`src/rtl/edge_delay_pkg.sv`:
```
// Shared types and defaults for the edge-to-edge delay meter.
package edge_delay_pkg;

   localparam int unsigned CNT_W_DEF = 8;

   typedef enum logic [1:0] {
      INIT = 2'd0,
      IDLE = 2'd1,
      WAIT = 2'd2
   } state_t;

endpackage

```
`src/rtl/edge_delay_meter_minmax.sv`:
```
// Running minimum/maximum tracker for one delay direction.
module minmax_track
   import edge_delay_pkg::*;
#(
   parameter int unsigned CNT_W = CNT_W_DEF
) (
   input  logic             clk,
   input  logic             rst_n,
   input  logic             clear,
   input  logic             upd,
   input  logic [CNT_W-1:0] value,
   output logic [CNT_W-1:0] min,
   output logic [CNT_W-1:0] max
);

   // Empty statistics: min saturated high, max at zero, so the first sample sets both.
   always_ff @(posedge clk or negedge rst_n) begin
      if (!rst_n) begin
         min <= '1;
         max <= '0;
      end else if (clear) begin
         min <= '1;
         max <= '0;
      end else if (upd) begin
         if (value < min) min <= value;
         if (value > max) max <= value;
      end
   end

endmodule

```
`src/rtl/edge_delay_meter.sv`:
```
// Measures stim-edge to resp-edge delay in clock cycles, with per-direction min/max stats.
module edge_delay_meter
   import edge_delay_pkg::*;
#(
   parameter int unsigned CNT_W   = CNT_W_DEF,
   parameter int unsigned TIMEOUT = 255,
   parameter int unsigned INVERT  = 0
) (
   input  logic             clk,
   input  logic             rst_n,
   input  logic             stim,
   input  logic             resp,
   input  logic             clear,
   output logic             meas_valid,
   output logic             meas_rise,
   output logic [CNT_W-1:0] meas_delay,
   output logic             timeout,
   output logic             abort,
   output logic [CNT_W-1:0] rise_min,
   output logic [CNT_W-1:0] rise_max,
   output logic [CNT_W-1:0] fall_min,
   output logic [CNT_W-1:0] fall_max
);

   state_t           state, state_d;
   logic             stim_q, resp_q;
   logic             exp_q, exp_d;
   logic [CNT_W-1:0] cnt, cnt_d;
   logic             emit, emit_rise;
   logic [CNT_W-1:0] emit_delay;
   logic             timeout_d, abort_d;
   logic             stim_edge, exp_lvl;

   assign stim_edge = (stim != stim_q);
   assign exp_lvl   = stim ^ 1'(INVERT);

   // Next-state and pulse decode.
   always_comb begin
      state_d    = state;
      cnt_d      = cnt;
      exp_d      = exp_q;
      emit       = 1'b0;
      emit_rise  = 1'b0;
      emit_delay = '0;
      timeout_d  = 1'b0;
      abort_d    = 1'b0;
      if (clear) begin
         state_d = IDLE;
      end else begin
         case (state)
            INIT: state_d = IDLE;
            IDLE: begin
               if (stim_edge) begin
                  if (resp == exp_lvl) begin
                     emit      = 1'b1;
                     emit_rise = exp_lvl;
                  end else begin
                     cnt_d   = CNT_W'(1);
                     exp_d   = exp_lvl;
                     state_d = WAIT;
                  end
               end
            end
            WAIT: begin
               if (stim_edge) begin
                  abort_d = 1'b1;
                  cnt_d   = CNT_W'(1);
                  exp_d   = exp_lvl;
               end else if (resp == exp_q) begin
                  emit       = 1'b1;
                  emit_rise  = exp_q;
                  emit_delay = cnt;
                  state_d    = IDLE;
               end else if (cnt == CNT_W'(TIMEOUT)) begin
                  timeout_d = 1'b1;
                  state_d   = IDLE;
               end else begin
                  cnt_d = cnt + CNT_W'(1);
               end
            end
            default: state_d = IDLE;
         endcase
      end
   end

   // State, samples, counter and registered outputs.
   always_ff @(posedge clk or negedge rst_n) begin
      if (!rst_n) begin
         state      <= INIT;
         stim_q     <= 1'b0;
         resp_q     <= 1'b0;
         exp_q      <= 1'b0;
         cnt        <= '0;
         meas_valid <= 1'b0;
         meas_rise  <= 1'b0;
         meas_delay <= '0;
         timeout    <= 1'b0;
         abort      <= 1'b0;
      end else begin
         state      <= state_d;
         stim_q     <= stim;
         resp_q     <= resp;
         exp_q      <= exp_d;
         cnt        <= cnt_d;
         meas_valid <= emit;
         timeout    <= timeout_d;
         abort      <= abort_d;
         if (emit) begin
            meas_rise  <= emit_rise;
            meas_delay <= emit_delay;
         end
      end
   end

   minmax_track #(.CNT_W(CNT_W)) u_rise (
      .clk   (clk),
      .rst_n (rst_n),
      .clear (clear),
      .upd   (emit & emit_rise),
      .value (emit_delay),
      .min   (rise_min),
      .max   (rise_max)
   );

   minmax_track #(.CNT_W(CNT_W)) u_fall (
      .clk   (clk),
      .rst_n (rst_n),
      .clear (clear),
      .upd   (emit & ~emit_rise),
      .value (emit_delay),
      .min   (fall_min),
      .max   (fall_max)
   );

endmodule

```
`config.mk`:
```
export PLATFORM = sky130hd
export DESIGN_NAME = edge_delay_meter
export DESIGN_NICKNAME = d
export VERILOG_FILES = /design/src/rtl/edge_delay_pkg.sv /design/src/rtl/edge_delay_meter_minmax.sv /design/src/rtl/edge_delay_meter.sv
export SDC_FILE = /design/constraint.sdc
export NUM_CORES = 1
export LEC_CHECK = 0
export CORE_UTILIZATION = 41
export DETAILED_ROUTE_END_ITERATION = 16
export GPL_TIMING_DRIVEN = 0
export SYNTH_ARGS = -nofsm -noshare
export SYNTH_HDL_FRONTEND = slang
export SYNTH_HIERARCHICAL = 1
export SYNTH_SLANG_ARGS = --single-unit
```
`constraint.sdc`:
```
create_clock -name clk -period 3.8 [get_ports clk]
set_input_delay 1.14 -clock clk [delete_from_list [all_inputs] [get_ports clk]]
set_output_delay 1.14 -clock clk [all_outputs]
set_load 0.05 [all_outputs]
```
==> flow_summary.json <==
{
  "status": "finished clean",
  "pwr_density_cell_mw_per_mm2": 296,
  "async_reset_ff_share_pct": 100,
  "die_w_um": 95.4,
  "drtIter0Drc": 90,
  "grt_start_max_net_pins": 36,
  "portBuffers": 48,
  "htree_levels": 2,
  "netlist_area_mm2": 0.00358,
  "ys_types": 41,
  "syn_avg_cell_area_um2": 9.80,
  "ctsHoldBuffers": 0,
  "yosys_warnings": 6,
  "setup_viol": 0,
  "max_slew.worst_pin.slew_ns": 0.508,
  "cts_buffers": 5,
  "crit_path_frequent_cell": "buf_4",
  "slew_viol_final": 0,
  "worstSkewPairLatency_ns": 0.32,
  "first_pass_iters": 4,
  "cap_violations": 0,
  "yosysSeqAreaShare_pct": 39.7,
  "cp_slowest_cell": "clkdlybuf4s50_1",
  "final_cell_mix": "clkdlybuf4s50_1 (46), nor2_1 (41), inv_1 (40), dfrtp_1 (40), nand2_1 (39)",
  "start_util_pct": 42.9,
  "final_nets": 467,
  "dieArea_mm2": 0.00910,
  "boundaryPins": 49,
  "synthAdderAreaFrac_pct": 12.2,
  "grt_overflow": 0,
  "fin_crit_sh_pct": 97.2,
  "crit_start": "resp",
  "drc": 0,
  "synth_compound_area_share_pct": 12.0,
  "dieHeight_um": 95.4,
  "rows": 33,
  "drtAntennaViolNets": 0,
  "final-hold-violation-count": 0,
  "rsz0062_at_grt": "false",
  "final_common_cell": "clkdlybuf4s50_1",
  "dp_hpwl_um": 5810,
  "synth-main-ff-cell": "dfrtp_1",
  "vias_per_cell": 5.18,
  "synthSimpleGateAreaFrac_pct": 15.7,
  "rr_startpoint": "state[0]",
  "antenna_found_initial": 0,
  "worstPathRequired_ns": 4.01,
  "synth-seq-cells": 56,
  "cp_max_fo": 9,
  "synth_top_family_by_area": "simple AND/OR/NAND/NOR gates",
  "slowest_delay_ns": 0.49,
  "gp_congestion": 0.821,
  "drive_above_1_share_pct": 17.3,
  "wl_um": 8080,
  "synth_xor_area_share_pct": 0.700,
  "finalInstanceArea_mm2": 0.00447,
  "start_kind": "input port",
  "wl_per_cell_um": 15.2,
  "syn_inst": 365,
  "grt_pass1_vias": 2684,
  "holdCritPathClass": "reg -> reg",
  "crit_path_end_kind": "flop",
  "skew_ns": 0.00724,
  "cts-root-buf": "clkbuf_8",
  "ir_drop_v": 0.000161,
  "max-clock-path-buffers": 2,
  "synth_mux_area_share_pct": 14.1,
  "period_minus_slack_ns": 3.69,
  "max_freq_ghz": 0.271,
  "vias": 2763,
  "areaGrowthSynthToFinish_pct": 25.0,
  "min_from": "meas_delay[6]",
  "critPathArrivalTime_ns": 3.90,
  "coreArea_mm2": 0.00834,
  "cts_sinks": 56,
  "grt_usage_pct": 19.0,
  "cts_tree": "built",
  "worstSetupPathType": "in -> reg",
  "grt_pass1_wl_um": 13200,
  "whs_ns": 0.516,
  "synth_edf_count": 0,
  "antenna_cells": 0,
  "p_leak_nw": 1.96,
  "syn_nets": 405,
  "worstPathCellList": "clkdlybuf4s50_1 > ha_2 > nor4b_4 > buf_4 > and2_4 > ha_1 > a21o_2 > a311oi_2 > a211oi_4 > buf_4 > mux2i_1",
  "dpl-instance-area_mm2": 0.00420,
  "slew_headroom_pct": 66.1,
  "path_clk_slew_ns": 0.10
}
[final timing paths]
path | slack (ns) | cells after the start | end
worst min-delay path | 0.52 | 1 | meas_delay[6]
worst max register to register | 0.99 | 11 | u_rise/max[5]
worst min register to register | 0.52 | 1 | meas_delay[6]
worst max-delay path | 0.11 | 11 | u_rise/max[5]
max in group asynchronous | 2.39 | 2 | u_fall/min[3]
min in group asynchronous | 0.78 | 1 | u_fall/max[7]
[layout make-up]
class                      count  area (µm²)
sequential                    56        1420
timing repair buffer          55         568
fill                         776        3870
inverter                      40         150
clock buffer                   5        68.8
multi-input combinational    259        2040
tap                          105         131
buffer                        10        48.8
clock inverter                 3        42.5
[Yosys cell counts, drive strengths merged, types with 5 or more instances]
master,number,share of area [%]
nor2b,5,0.87
dfrtp,40,28
nand3,5,0.70
ha,35,12
and2,9,1.6
mux2i,38,11
nor2,41,4.3
dfstp,16,12
inv,40,4.2
o21bai,5,1.0
a211oi,7,2.2
nor3,5,0.70
mux2,11,3.5
a21oi,6,1.0
nand4,5,0.87
o21ai,16,2.4
nor3b,5,1.0
clkbuf,6,0.63
nand2,39,4.1
[flip-flops by register name (all words and copies together) (netlist names)]
signal / flops
meas_delay: 8
abort: 1
state: 2
u_rise/max: 8
stim_q: 1
u_fall/min: 8
meas_rise: 1
meas_valid: 1
u_rise/min: 8
cnt: 8
timeout: 1
exp_q: 1
u_fall/max: 8
[power breakdown]
part	switching [mW]	internal [mW]
Sequential	0.0173	0.627
Combinational	0.178	0.0986
Clock	0.205	0.195
Total	0.400	0.921
[stage by stage]
step | utilization, % | setup slack [ns] | total power [mW] | TNS (ns) | cells
3_3_place_gp | 50.2 | -0.743 | 0.917 | -33.20 | 518
2_1_floorplan | - | 0.222 | 0.839 | 0 | 365
4_1_cts | 52.9 | 0.0205 | 1.33 | 0 | 532
3_5_place_dp | 50.4 | -0.787 | 0.923 | -23.95 | 519
5_1_grt | 53.6 | 0.00379 | 1.38 | 0 | 533
6_report | 53.6 | 0.108 | 1.32 | 0 | 533
[critical path, delay by kind of cell]
family / cells / cell delay (ns)
mux: 1 / 0.11
simple gates: 2 / 0.43
compound gates: 3 / 0.73
fa+ha+maj: 2 / 0.63
buf+inv: 3 / 0.84
[timing repair]
action                                  4_1_cts  5_1_grt
endpoints found under the setup margin       32       32
setup buffers                                 5        1
gates resized for setup                      14        9
pin swaps                                     3        1
[per-layer routing]
| metal | track usage [%] | up-vias | wire length [µm] |
|---|---|---|---|
| met2 | 30.8 | 36 | 3860 |
| met1 | 26.2 | 1346 | 3960 |
| li1 | - | 1375 | - |
| met3 | 3.51 | 6 | 180 |
| met4 | 4.85 | 0 | 83 |
| met5 | 0 | - | 0 |
[logic make-up (layout without fill, tap and decap cells)]
kind of cell / after synthesis / count (layout)
fa+ha+maj: 35 / 35
xor+xnor: 2 / 2
simple gates: 120 / 120
compound gates: 53 / 53
flops: 56 / 56
mux: 49 / 49
buf+inv: 50 / 113
No activity file was read; power rests on OpenSTA's default activity.
